File: config.mk
export PLATFORM = sky130hd
export DESIGN_NAME = booth_pp_accumulator
export DESIGN_NICKNAME = d
export VERILOG_FILES = /design/src/rtl/booth_pp_accumulator_pkg.sv /design/src/rtl/booth_pp_accumulator.sv
export SDC_FILE = /design/constraint.sdc
export NUM_CORES = 1
export LEC_CHECK = 0
export ABC_AREA = 0
export ABC_CLOCK_PERIOD_IN_PS = 2500
export CAP_MARGIN = 10
export CORE_ASPECT_RATIO = 0.75
export CORE_UTILIZATION = 50
export DETAILED_ROUTE_END_ITERATION = 16
export PLACE_DENSITY = 0.82
export SLEW_MARGIN = 15
export SYNTH_ARGS = -nofsm -noshare
export SYNTH_HDL_FRONTEND = slang
export SYNTH_SLANG_ARGS = --single-unit
File: constraint.sdc
create_clock -name clk -period 2.5 [get_ports clk]
set_input_delay 0.25 -clock clk [delete_from_list [all_inputs] [get_ports clk]]
set_output_delay 0.25 -clock clk [all_outputs]
set_load 0.005 [all_outputs]
File: src/rtl/booth_pp_accumulator_pkg.sv
// -----------------------------------------------------------------------------
// booth_pkg
// Shared definitions for the radix-2 Booth partial-product accumulator:
//   - booth_state_e : accumulator FSM states (IDLE, ACCUM, DONE)
//   - BOOTH_PROD_W  : product width for the default 4-bit operand width
//   - prod_width()  : product width (2*WIDTH) for a given operand width
//   - cnt_width()   : beat-counter width, enough to hold the value NPP
// -----------------------------------------------------------------------------
package booth_pkg;

    typedef enum logic [1:0] {
        ST_IDLE  = 2'd0,
        ST_ACCUM = 2'd1,
        ST_DONE  = 2'd2
    } booth_state_e;

    localparam int BOOTH_WIDTH  = 32'sd4;
    localparam int BOOTH_PROD_W = 32'sd2 * BOOTH_WIDTH;

    function automatic int prod_width(input int width);
        return 32'sd2 * width;
    endfunction

    // Counter must be able to hold NPP itself, hence NPP+1 encodings.
    function automatic int cnt_width(input int npp);
        int w;
        if (npp < 32'sd1) begin
            w = 32'sd1;
        end else begin
            w = $clog2(npp + 32'sd1);
        end
        return w;
    endfunction

endpackage

File: src/rtl/booth_pp_accumulator.sv
// -----------------------------------------------------------------------------
// booth_pp_accumulator
// Sums a stream of signed, pre-shifted radix-2 Booth partial products modulo
// 2^(2*WIDTH) and presents the product on a valid/ready output.
//
// Ports:
//   clk        in   rising-edge clock
//   rst_n      in   asynchronous active-low reset
//   pp_valid   in   pp_data / pp_last valid
//   pp_ready   out  block can accept a partial product (0 while in DONE)
//   pp_data    in   [2*WIDTH] signed, already shifted partial product
//   pp_last    in   final partial product of the current multiply
//   prod_valid out  prod_data holds a completed product
//   prod_ready in   downstream accepts the product
//   prod_data  out  [2*WIDTH] two's-complement product
//   err_len    out  partial-product count mismatch, valid with prod_valid
//
// Build option:
//   BOOTH_ACC_LEN_CHECK_EN - when defined, the NPP-th beat forces completion
//   and a short or over-long stream raises err_len. When undefined err_len is
//   always 0 and accumulation runs until pp_last.
// -----------------------------------------------------------------------------
module booth_pp_accumulator
    import booth_pkg::*;
#(
    parameter int WIDTH = 4,
    parameter int NPP   = WIDTH
) (
    input  logic                      clk,
    input  logic                      rst_n,
    input  logic                      pp_valid,
    output logic                      pp_ready,
    input  logic [2*WIDTH-1:0]        pp_data,
    input  logic                      pp_last,
    output logic                      prod_valid,
    input  logic                      prod_ready,
    output logic [2*WIDTH-1:0]        prod_data,
    output logic                      err_len
);

    localparam int PW    = prod_width(WIDTH);
    localparam int CNT_W = cnt_width(NPP);

    booth_state_e      state_q, state_d;
    logic [PW-1:0]     acc_q, acc_d;
    logic [CNT_W-1:0]  cnt_q, cnt_d;
    logic              pp_ready_q, pp_ready_d;
    logic              prod_valid_q, prod_valid_d;
    logic [PW-1:0]     prod_data_q, prod_data_d;
    logic              err_len_q, err_len_d;

    logic              pp_xfer_s;
    logic              prod_xfer_s;
    logic              finish_s;
    logic              len_err_s;

`ifdef BOOTH_ACC_LEN_CHECK_EN
    localparam logic [CNT_W:0] NPP_EXT = (CNT_W + 1)'(NPP);
    localparam logic [CNT_W:0] ONE_EXT = (CNT_W + 1)'(1'b1);
    logic [CNT_W:0]    cnt_ext_s;

    // Count including the beat being accepted; widened so it cannot wrap.
    always_comb begin
        cnt_ext_s = ONE_EXT;
        finish_s  = 1'b0;
        len_err_s = 1'b0;
        if (state_q == ST_IDLE) begin
            cnt_ext_s = ONE_EXT;
        end else begin
            cnt_ext_s = {1'b0, cnt_q} + ONE_EXT;
        end
        // Reaching NPP beats without pp_last ends the multiply as an error;
        // pp_last before NPP beats is a short stream.
        if (pp_last) begin
            finish_s  = 1'b1;
            len_err_s = (cnt_ext_s < NPP_EXT);
        end else begin
            finish_s  = (cnt_ext_s >= NPP_EXT);
            len_err_s = (cnt_ext_s >= NPP_EXT);
        end
    end
`else
    logic              cnt_unused_s;

    // Without the length check only pp_last ends a multiply; cnt is informational.
    always_comb begin
        finish_s  = pp_last;
        len_err_s = 1'b0;
    end

    assign cnt_unused_s = ^cnt_q;
`endif

    assign pp_xfer_s   = pp_valid && pp_ready_q;
    assign prod_xfer_s = prod_valid_q && prod_ready;

    // Next-state, accumulator and output-register computation.
    always_comb begin
        state_d     = state_q;
        acc_d       = acc_q;
        cnt_d       = cnt_q;
        prod_data_d = prod_data_q;
        err_len_d   = err_len_q;
        case (state_q)
            ST_IDLE: begin
                if (pp_xfer_s) begin
                    // First beat loads rather than adds, so no clear cycle is needed.
                    acc_d = pp_data;
                    cnt_d = CNT_W'(1'b1);
                    if (finish_s) begin
                        state_d     = ST_DONE;
                        prod_data_d = pp_data;
                        err_len_d   = len_err_s;
                    end else begin
                        state_d = ST_ACCUM;
                    end
                end else begin
                    state_d = ST_IDLE;
                end
            end
            ST_ACCUM: begin
                if (pp_xfer_s) begin
                    acc_d = acc_q + pp_data;
                    cnt_d = cnt_q + CNT_W'(1'b1);
                    if (finish_s) begin
                        state_d     = ST_DONE;
                        prod_data_d = acc_q + pp_data;
                        err_len_d   = len_err_s;
                    end else begin
                        state_d = ST_ACCUM;
                    end
                end else begin
                    state_d = ST_ACCUM;
                end
            end
            ST_DONE: begin
                // prod_data is left holding the result; only err_len clears.
                if (prod_xfer_s) begin
                    state_d   = ST_IDLE;
                    err_len_d = 1'b0;
                end else begin
                    state_d = ST_DONE;
                end
            end
            default: begin
                state_d   = ST_IDLE;
                err_len_d = 1'b0;
            end
        endcase
        // Handshake flags are decoded from the next state so they register
        // in step with the FSM and never see pp_valid combinationally.
        pp_ready_d   = (state_d != ST_DONE);
        prod_valid_d = (state_d == ST_DONE);
    end

    // State, datapath and output registers.
    always_ff @(posedge clk or negedge rst_n) begin
        if (!rst_n) begin
            state_q      <= ST_IDLE;
            acc_q        <= {PW{1'b0}};
            cnt_q        <= {CNT_W{1'b0}};
            pp_ready_q   <= 1'b0;
            prod_valid_q <= 1'b0;
            prod_data_q  <= {PW{1'b0}};
            err_len_q    <= 1'b0;
        end else begin
            state_q      <= state_d;
            acc_q        <= acc_d;
            cnt_q        <= cnt_d;
            pp_ready_q   <= pp_ready_d;
            prod_valid_q <= prod_valid_d;
            prod_data_q  <= prod_data_d;
            err_len_q    <= err_len_d;
        end
    end

    assign pp_ready   = pp_ready_q;
    assign prod_valid = prod_valid_q;
    assign prod_data  = prod_data_q;
    assign err_len    = err_len_q;

endmodule

### Word-level counts from Yosys, hierarchy flattened

Cells that the tools add are included.

* bits in latches: 0
* memory bits (writable): 0
* bits in read-only memories: 0
* bits of input ports: 13
* word-level logic and storage cells: 43
* output and inout port bits: 11
* memories kept: 0
* bits in registers: 21

* $lt $le $gt $ge: 0
* muxes and demuxes: 17
* div/mod/pow operators: 0
* shift operators: 0
* $add $sub $neg: 1
* $mul: 0
* reductions and logical operators: 8
* bitwise logic cells: 0
* equality and inequality tests: 11

Operators with widths (count)
* 2-to-1 mux 8 bit: 6
* case mux 8 bit (2 select lines): 2
* != test 2 bit, second input constant: 6
* adder 8 bit: 1
* 2-to-1 mux 2 bit: 4
* case mux 2 bit (3 select lines): 1
* AND reduction 3 bit: 2
* AND reduction 5 bit: 1
* equality test 2 bit, second input constant: 2
* != test 2 x 1 -> 1 bit, second input constant: 2
* 2-to-1 mux 1 bit: 3
* equality test 2 x 1 -> 1 bit, second input constant: 1
* logical AND 1 bit: 2
* zero test 2 bit: 1
* case mux 1 bit (2 select lines): 1
* nonzero test 2 bit: 1
* OR reduction 2 bit: 1

### Logic depth before layout (Yosys ltp)

Gate-level depths: netlist of the first run.

* depth in word-level cells: 4
* gate-level depth with buffers: 9
* depth with buffers taken out: 9

### Worst setup path after synthesis of the first run

OpenSTA, ideal clock, no wires.

* path kind: register to register
* from: register acc_q[0]
* to: register prod_data_q[6], in the netlist prod_data[6]
* slack: 663 ps
* arrival time: 1760 ps
* cell stages (with the launch flop): 10
* buffers on the path: 0
* period minus slack after synthesis: 1837 ps
* required time: 2424 ps
* setup time: 76 ps
* cells stage by stage: dfrtp_1 > ha_1 > inv_1 > fa_1 > nand2b_2 > a21oi_2 > o21a_1 > nor3_1 > o31a_1 > o21ai_1

* cells in the longest elaborated chain, start to end: 4

Ends and longest elaborated chain
* from (decl): line booth_pp_accumulator.sv:45 `logic [PW-1:0] acc_q, acc_d;`
* from (signal assigned): line booth_pp_accumulator.sv:160 `acc_q <= {PW{1'b0}};`
* adder 8 bit: line booth_pp_accumulator.sv:127 `prod_data_d = acc_q + pp_data;`
* 2-to-1 mux 8 bit: line booth_pp_accumulator.sv:125 `if (finish_s) begin`
* 2-to-1 mux 8 bit: line booth_pp_accumulator.sv:122 `if (pp_xfer_s) begin`
* case mux 8 bit (2 select lines): line booth_pp_accumulator.sv:104 `case (state_q)`
* to (signal assigned): line booth_pp_accumulator.sv:164 `prod_data_q <= {PW{1'b0}};`
* to (signal assigned): line booth_pp_accumulator.sv:172 `prod_data_q <= prod_data_d;`
* to (decl): line booth_pp_accumulator.sv:49 `logic [PW-1:0] prod_data_q, prod_data_d;`

Every way passes these cells. The select of a mux whose other input is x is not followed.
A chain may end at the register's enable or synchronous reset.

### Worst setup path after layout of the first run

* from: input pp_data[0]
* to: register prod_data_q[6], in the netlist prod_data[6]

* cells in the longest elaborated chain, start to end: 4

Ends and longest elaborated chain
* from (decl): line booth_pp_accumulator.sv:33 `input logic [2*WIDTH-1:0] pp_data,`
* adder 8 bit: line booth_pp_accumulator.sv:127
* 2-to-1 mux 8 bit: line booth_pp_accumulator.sv:125
* 2-to-1 mux 8 bit: line booth_pp_accumulator.sv:122
* case mux 8 bit (2 select lines): line booth_pp_accumulator.sv:104

Every way passes these cells. The select of a mux whose other input is x is not followed.

==> results of run 1 <==
==> power breakdown <==
group | switching, mW | total [mW] | internal, mW | leakage (nW)
Sequential | 0.124 | 0.599 | 0.475 | 0.245
Clock | 0.107 | 0.269 | 0.162 | 0.0279
Combinational | 0.470 | 0.898 | 0.428 | 0.366
Total | 0.701 | 1.77 | 1.07 | 0.639
==> worst max-delay path: cells and delay by family <==
kind / cells / cell delay, ns
AO/OA/AOI/OAI: 4 / 0.71
buffers and inverters: 2 / 0.55
adder cells (fa/ha/maj): 2 / 0.55
AND/OR/NAND/NOR: 2 / 0.26
==> kinds of logic after synthesis <==
| logic type | share of synthesized area |
|---|---|
| adders and majority gates | 0.0934 |
| and+or+nand+nor | 0.197 |
| other | 0.00325 |
| muxes | 0.0174 |
| AOI/OAI and AO/OA | 0.193 |
| xor gates and xnor gates | 0.0228 |
| buffers and inverters | 0.0391 |
| DFF | 0.434 |
==> routing by layer <==
layer,track usage,vias up
met5,0,-
met4,0.0780,0
met3,0.0687,2
met2,0.365,43
met1,0.344,464
li1,-,487
==> registers in the layout (all words and copies together) (netlist names) <==
name        count
prod_valid      1
prod_data       8
state_q         2
acc_q           8
pp_ready        1
==> final timing paths <==
path | cells after the start | slack, ns | from | end
min in group clk | 2 | 0.50 | prod_data[1] | prod_data[1]
max reg2reg | 9 | 0.48 | acc_q[0] | prod_data[6]
min | 1 | 0.42 | rst_n | acc_q[4]
max | 10 | 0.42 | pp_data[0] | prod_data[6]
min reg2reg | 2 | 0.50 | prod_data[1] | prod_data[1]
max in group asynchronous | 1 | 1.55 | rst_n | prod_data[5]
==> cell usage in the layout (no fill, tap or decap), types with 3 or more instances in the layout <==
master                             n
sky130_fd_sc_hd__o21ai_1           4
sky130_fd_sc_hd__clkbuf_4          3
sky130_fd_sc_hd__o21a_1            3
sky130_fd_sc_hd__dfrtp_1          20
sky130_fd_sc_hd__a21oi_1           7
sky130_fd_sc_hd__nand2_1          26
sky130_fd_sc_hd__inv_1             5
sky130_fd_sc_hd__nor2_1            4
sky130_fd_sc_hd__clkdlybuf4s50_1  22
sky130_fd_sc_hd__ha_1              7
sky130_fd_sc_hd__o21ai_0          15
==> layout make-up <==
class / instances / area share
Multi-Input combinational cell: 99 / 0.425
Sequential cell: 20 / 0.350
Timing Repair Buffer: 22 / 0.154
Clock inverter: 1 / 0.0210
Tap cell: 24 / 0.0210
Clock buffer: 3 / 0.0158
Inverter: 5 / 0.0131
==> results.txt, run 1 <==
The later-pin clock latency in the skew report came out at between 0.3 and 0.4 ns. The final setup skew is around 0.0088 ns. The wire length on met3 is 173 µm. The overflow left after global routing is 0. The leakage dissipation is between 0.6 and 0.7 nW. After detailed routing, the wire length on met1 is around 1300 µm. The most common cell in the synthesized netlist is sky130_fd_sc_hd__nand2_1. The count of nets left with antenna violations once routing finished came out at 0. A synthesized cell averages 8.93 µm². The clock tree root buffer cell is sky130_fd_sc_hd__clkbuf_4. The diode insertion count for antenna repair is 0.

The highest achievable clock rate is 480 MHz. The initial utilization of the core area, before any placement, comes to 0.553. The count of fill cells added during filler insertion is 170. The post-CTS repair timing setup buffer count is 0.

The final-report max-slew violation count is 0. The row count came out at 14. After the first detailed-routing iteration, the DRC count stood at 74.

The area enclosed by the die boundary came out at about 0.0025 mm². The final setup TNS came out at 0 ns. The final design instance area without fill came out at 0.00143 mm². The count of instances resized after the clock tree is built came out at 0. By count the netlist is led by 26 x sky130_fd_sc_hd__nand2_1, 20 x sky130_fd_sc_hd__dfrtp_1, 15 x sky130_fd_sc_hd__o21ai_0, 7 x sky130_fd_sc_hd__a21oi_1, 7 x sky130_fd_sc_hd__ha_1. Routed signal wires occupy layers up through met4. The flow ran to the end, but the final reports show violations.

The number of hold violations in the final report is 0. The delay of the slowest cell on the worst path is 0.49 ns. The number of global-route vias before repair was 924.

In this run the tightest slew margin relative to its limit is 0.420. The type of element capturing the critical path is a register. After clock tree synthesis, the flow added hold-fix buffers numbering 0.

For this run, design rule violations remaining after detail routing come to 2. The count of endpoints failing setup in the final report is 0. The H-tree depth is 1.

The critical path required time is 2.74 ns. STA classifies the critical path startpoint as an input pin. The count of distinct cell types in the synthesized netlist came out at 35.

The synthesized cell area came out at 0.00115 mm². The area growth from synthesis to layout is 24.0%. The smallest setup slack after layout came out at 0.416 ns. In the global route stage, overall resource usage came out at 0.243.

The yosys synthesis warning count came out at 0. Wires add up to 2620 µm. Measured along the y axis, the die boundary spans 43.6 µm.

The worst hold path belongs to the class in2async. The worst voltage drop across the vdd grid is 0.544 mV. The number of placed I/O pins came out at 24. The total power consumption of the routed design came out at 1.77 mW. The largest net degree at the start of global routing is 21. On the critical path, the stage with the largest delay is an instance of sky130_fd_sc_hd__clkdlybuf4s50_1. The data arrival time at the worst-slack endpoint is 2.32 ns. In the post-synthesis netlist, the biggest area contributors are sky130_fd_sc_hd__dfrtp_1 43%, sky130_fd_sc_hd__nand2_1 8.5%, sky130_fd_sc_hd__ha_1 7.6%, sky130_fd_sc_hd__o21ai_0 6.5%, sky130_fd_sc_hd__a21oi_1 3.0%.

The share of post-route cells with drive strength above 1 is 0.0733. After detailed placement, the design holds a cell count of 170. The first global-routing pass estimated 4480 µm of wire.

The HPWL after detailed placement is 1930 µm. For this run, the share of the core covered by cells in the final layout is 0.685. Of all cell types, the one taking the most synthesized area is sky130_fd_sc_hd__dfrtp_1. The minimum period implied by the final worst setup slack is 2.08 ns.

The number of nets in the final layout came out at 172. Of the post-synthesis cell area, the dominant cell type holds 0.434. The share of the Yosys chip area taken by registers is 0.434. Dividing the detail-routed via count by the number of cells gives around 5.7.

Timing analysis after detailed placement gives a worst setup slack of 0.0984 ns. The net count of the mapped netlist is 150. In the final routed layout, each cell accounts on average for 15.0 µm.

Walking the worst path, the cells encountered are clkdlybuf4s50_1 -> ha_1 -> inv_1 -> fa_1 -> nand2b_2 -> a21oi_2 -> o21a_1 -> nor3_1 -> o31a_1 -> o21ai_1. The flip-flop and latch count after synthesis came out at 20. The sequential cell area is 500 µm².

The largest fanout of any net on the critical path is 3. The clock passes through at most 2 buffers. The share of synthesized registers carrying an async set or reset came out at 1.00. The number of maximum-capacitance constraint violations is 0. The final hold slack is 0.418 ns. For this block, the via count after detailed routing is 996. The area of placed instances came out at around 0.0014 mm².

The area of the core region came out at 0.00208 mm². The clock slew at the register clock pins of the worst setup and hold paths came out at 0.12 ns. The placer's final routability congestion estimate came out at 0.800. The clock sink count came out at 20. In the synthesized netlist the dominant register cell turns out to be sky130_fd_sc_hd__dfrtp_1. The pre-antenna-repair detailed-routing pass consisted of 10 iterations. The clock tree from TritonCTS is built. In this run the power density over the cells is 1240 mW/mm². Setup repair after global routing left no endpoint under its margin. The multi-input logic area is around 600 µm². The final worst-path cycle share came out at 0.834.

Wire segments on met2 add up to about 1100 µm in the final route. The count of buffers added on input and output ports is 22. The worst-margin pin slew came out at 0.868 ns. The synthesized netlist cell count came out at roughly 130. The initial antenna violation count is 0. The final reports fail on design-rule violations. The count of flip-flops with a built-in enable after synthesis came out at 0. The floorplan step set the die width to 57.4 µm. The setup path with the least slack is of type in2reg.

The final non-filler cell total is approximately 170. In this run, CTS created clock tree buffers numbering 3.
No activity file was read; power rests on OpenSTA's default activity.
==> run 2: changes to the inputs <==
- ABC_CLOCK_PERIOD_IN_PS: 2500 -> 1920
- clock period: 2.5 -> 1.92 ns (I/O delays scaled with it)
==> run 2 against run 1 <==
The run ends with design-rule violations, negative setup slack left. Count of clock-buffer cells in the layout is the same. Critical path depth shrank 1. Clock power shrank 32%. Hold slack lost 0.19 ns. Global-route usage shrank 0.36 points. Core utilization grew 4.2 points. Routed wire length grew 3.6%. Total power grew 33%. Sequential power grew 31%. Final area grew 6.1%. Sequential share of layout area shrank 2.0 points. Critical endpoint unchanged.
==> results.txt, run 2 (same netlist as run 1, synthesis figures left out) <==
Status: complete, but fails checks (unchanged). Failing checks: design-rule violations, negative setup slack (was design-rule violations). The area growth from synthesis to layout is 31.6% (was 24.0%). The most common library cell in the layout ignoring fill and taps was sky130_fd_sc_hd__nand2_1 (unchanged). The met1 routing resource usage after global routing is 0.321 (was 0.344). The initial antenna violation count came out at 0 (unchanged). The maximum clock path buffer count came out at 2 (unchanged). The critical path required time is 2.13 ns (was 2.74 ns). The overflow left after global routing came out at 0 (unchanged). The via total after detailed routing is 1,030 (was 996). The ratio of total power to cell area came out at 1540 mW/mm² (was 1240 mW/mm²). The data arrival time at the worst-slack endpoint came to 2.15 ns (was 2.32 ns). The number of vias per cell came out at 5.66 (was 5.72). The clock slew at the register clock pins of the worst setup and hold paths came out at 0.10 ns (was 0.12 ns). The number of placed I/O pins came to 24 (unchanged). The final-report max-slew violation count came to 0 (unchanged). The H-tree depth is 1 (unchanged). The number of hold violations in the final report is 0 (unchanged). The per-cell routed wire length was 14.9 µm (was 15.0 µm). The die boundary height came out at 43.6 µm (unchanged). The final non-filler cell total is 182 (was 174). The largest fanout of any net on the critical path came out at 2 (was 3).

The clock tree from TritonCTS is built (unchanged). The remaining number of nets flagged by the antenna check after routing is 0 (unchanged). The delay of the slowest cell on the worst path came out at 0.37 ns (was 0.49 ns). The count of endpoints failing setup in the final report came out at 2 (was 0). The worst min-delay path class is in2async (unchanged). The global-route wire length before repair came to 4530 µm (was 4480 µm). Unrepaired setup endpoints after global routing: yes (was no). The dominant delay contributor by cell family on the critical path is compound AO/OA/AOI/OAI gates (unchanged). The number of nets in the final layout is 181 (was 172). The final worst-path cycle share is 1.01. The total clock buffers created by CTS was 3 (unchanged). The area enclosed by the die boundary is 0.00250 mm² (unchanged). The smallest setup slack after layout came to -0.0183 ns (was 0.416 ns). The end-of-flow core utilization is 0.727 (was 0.685). The number of maximum-capacitance constraint violations came out at 0 (unchanged). The number of global-route vias before repair came out at 1,053 (was 924).

The minimum period implied by the final worst setup slack is 1.94 ns. The count of port buffers added during placement came out at 22 (unchanged). The starting density of the core came out at 0.553 (unchanged). The combined global-route utilization of all metal layers is 0.240 (was 0.243). The clock sink count is 20 (unchanged). The horizontal die dimension came out at 57.4 µm (unchanged). The later-pin clock latency in the skew report came out at 0.28 ns (was 0.31 ns). The type of element capturing the critical path is a register (unchanged). The clock tree root buffer cell is sky130_fd_sc_hd__clkbuf_4 (unchanged). The global routing met2 resource utilization is 0.386 (was 0.365). The worst voltage drop across the vdd grid came out at 0.871 mV (was 0.544 mV). The total length of routed wires came out at 2710 µm (was 2620 µm). The classification of the worst setup path is reg2reg (was in2reg). The most congested layer reported by global routing is met2 (unchanged).

The area of the core region was 0.00208 mm² (unchanged). The cell total after placement is 177 (was 170). The largest net degree at the start of global routing was 19 (was 21).

The HPWL after detailed placement came to 1970 µm (was 1930 µm). The detailed-route DRC error count is 2 (unchanged). The placer's final routability congestion estimate came out at 0.756 (was 0.800). The leakage dissipation is 0.690 nW (was 0.639 nW).

The total iterations of the first detailed-routing run came to 10 (unchanged). The count of buffering cells on the critical path with inverters included is 1 (was 2). The row count came out at 14 (unchanged). The number of violations reported at the end of detailed-routing iteration 0 came out at 24 (was 74). The routing usage on met3 came out at 0.0418 (was 0.0687). The final setup skew is 0.00223 ns (was 0.00885 ns). Commonest cells after routing, fill and taps aside: 26 x sky130_fd_sc_hd__nand2_1, 21 x sky130_fd_sc_hd__clkdlybuf4s50_1, 20 x sky130_fd_sc_hd__dfrtp_1 (was 26 x sky130_fd_sc_hd__nand2_1, 22 x sky130_fd_sc_hd__clkdlybuf4s50_1, 20 x sky130_fd_sc_hd__dfrtp_1). The slowest library cell on the worst path is sky130_fd_sc_hd__fa_2 (was sky130_fd_sc_hd__clkdlybuf4s50_1).

Ordered list of cells on the worst path: ha_2 -> inv_2 -> fa_2 -> nand2b_4 -> a21oi_4 -> o21a_1 -> nor3_1 -> o31a_1 -> o21ai_1 (was clkdlybuf4s50_1 -> ha_1 -> inv_1 -> fa_1 -> nand2b_2 -> a21oi_2 -> o21a_1 -> nor3_1 -> o31a_1 -> o21ai_1). The critical path startpoint category was a register (was input pin). The share of post-route cells with drive strength above 1 is 0.177 (was 0.0733). The diode insertion count for antenna repair came to 0 (unchanged). The pre-CTS setup slack is -0.396 ns (was 0.0984 ns).

The highest achievable clock rate is 516 MHz.
run 2: changes by cell type in the layout (fill, tap and decap cells not counted), sizes merged:
cell / change
buf: +9
bufinv: -1
clkdlybuf4s50: -1
dlymetal6s2s: +1
run 2: area by class of cell:
class,instances,area [µm²]
Multi-Input combinational cell,99,654
Fill cell,161,568
Sequential cell,20,500
Timing Repair Buffer,31,290
Tap cell,24,30.0
Clock buffer,3,22.5
Inverter,5,18.8
run 2: path summary, 6_finish.rpt:
path | startpoint | endpoint | slack (ns) | cells past startpoint
min | rst_n | prod_data[1] | 0.22 | 1
max in group asynchronous | rst_n | prod_data[2] | 1.18 | 2
min in group clk | pp_data[0] | acc_q[0] | 0.30 | 3
max reg2reg | acc_q[0] | prod_data[6] | -0.02 | 9
min reg2reg | prod_data[3] | prod_data[3] | 0.49 | 2
max | acc_q[0] | prod_data[6] | -0.02 | 9
run 2: metal layers:
metal  wire, µm  vias to the layer above
met4         67                        0
met3        148                        8
li1           -                      514
met1       1290                      477
met5          0                        -
met2       1200                       31
run 2: metrics by stage:
step	TNS [ns]	total power [mW]	cell area, µm²	hold WS, ns
global placement	-2.08	1.95	1430	0.465
global route	-0.330	2.54	1520	0.248
floorplan	0	1.51	1150	-0.104
finish	-0.0265	2.34	1520	0.224
CTS	0	2.23	1480	0.232
detailed placement	-2.56	2.00	1430	0.474
run 2: worst register-to-register path: stages (launching register included):
cell	delay, ns
sky130_fd_sc_hd__dfrtp_1	0.36
sky130_fd_sc_hd__ha_2	0.19
sky130_fd_sc_hd__inv_2	0.04
sky130_fd_sc_hd__fa_2	0.37
sky130_fd_sc_hd__nand2b_4	0.17
sky130_fd_sc_hd__a21oi_4	0.15
sky130_fd_sc_hd__o21a_1	0.16
sky130_fd_sc_hd__nor3_1	0.05
sky130_fd_sc_hd__o31a_1	0.26
sky130_fd_sc_hd__o21ai_1	0.12
run 2: repair_timing:
| item | in CTS | in global routing |
|---|---|---|
| hold buffers | 0 | 0 |
| pin swaps | 4 | 6 |
| endpoints found under the setup margin | 2 | 12 |
| buffers inserted | 2 | 0 |
| resized for setup | 3 | 12 |
| gates cloned | 0 | 0 |
run 2: power by group:
part / internal (mW) / total [mW] / switching (mW)
sequential: 0.619 / 0.783 / 0.163
combinational: 0.687 / 1.38 / 0.688
clock: 0.0727 / 0.184 / 0.111
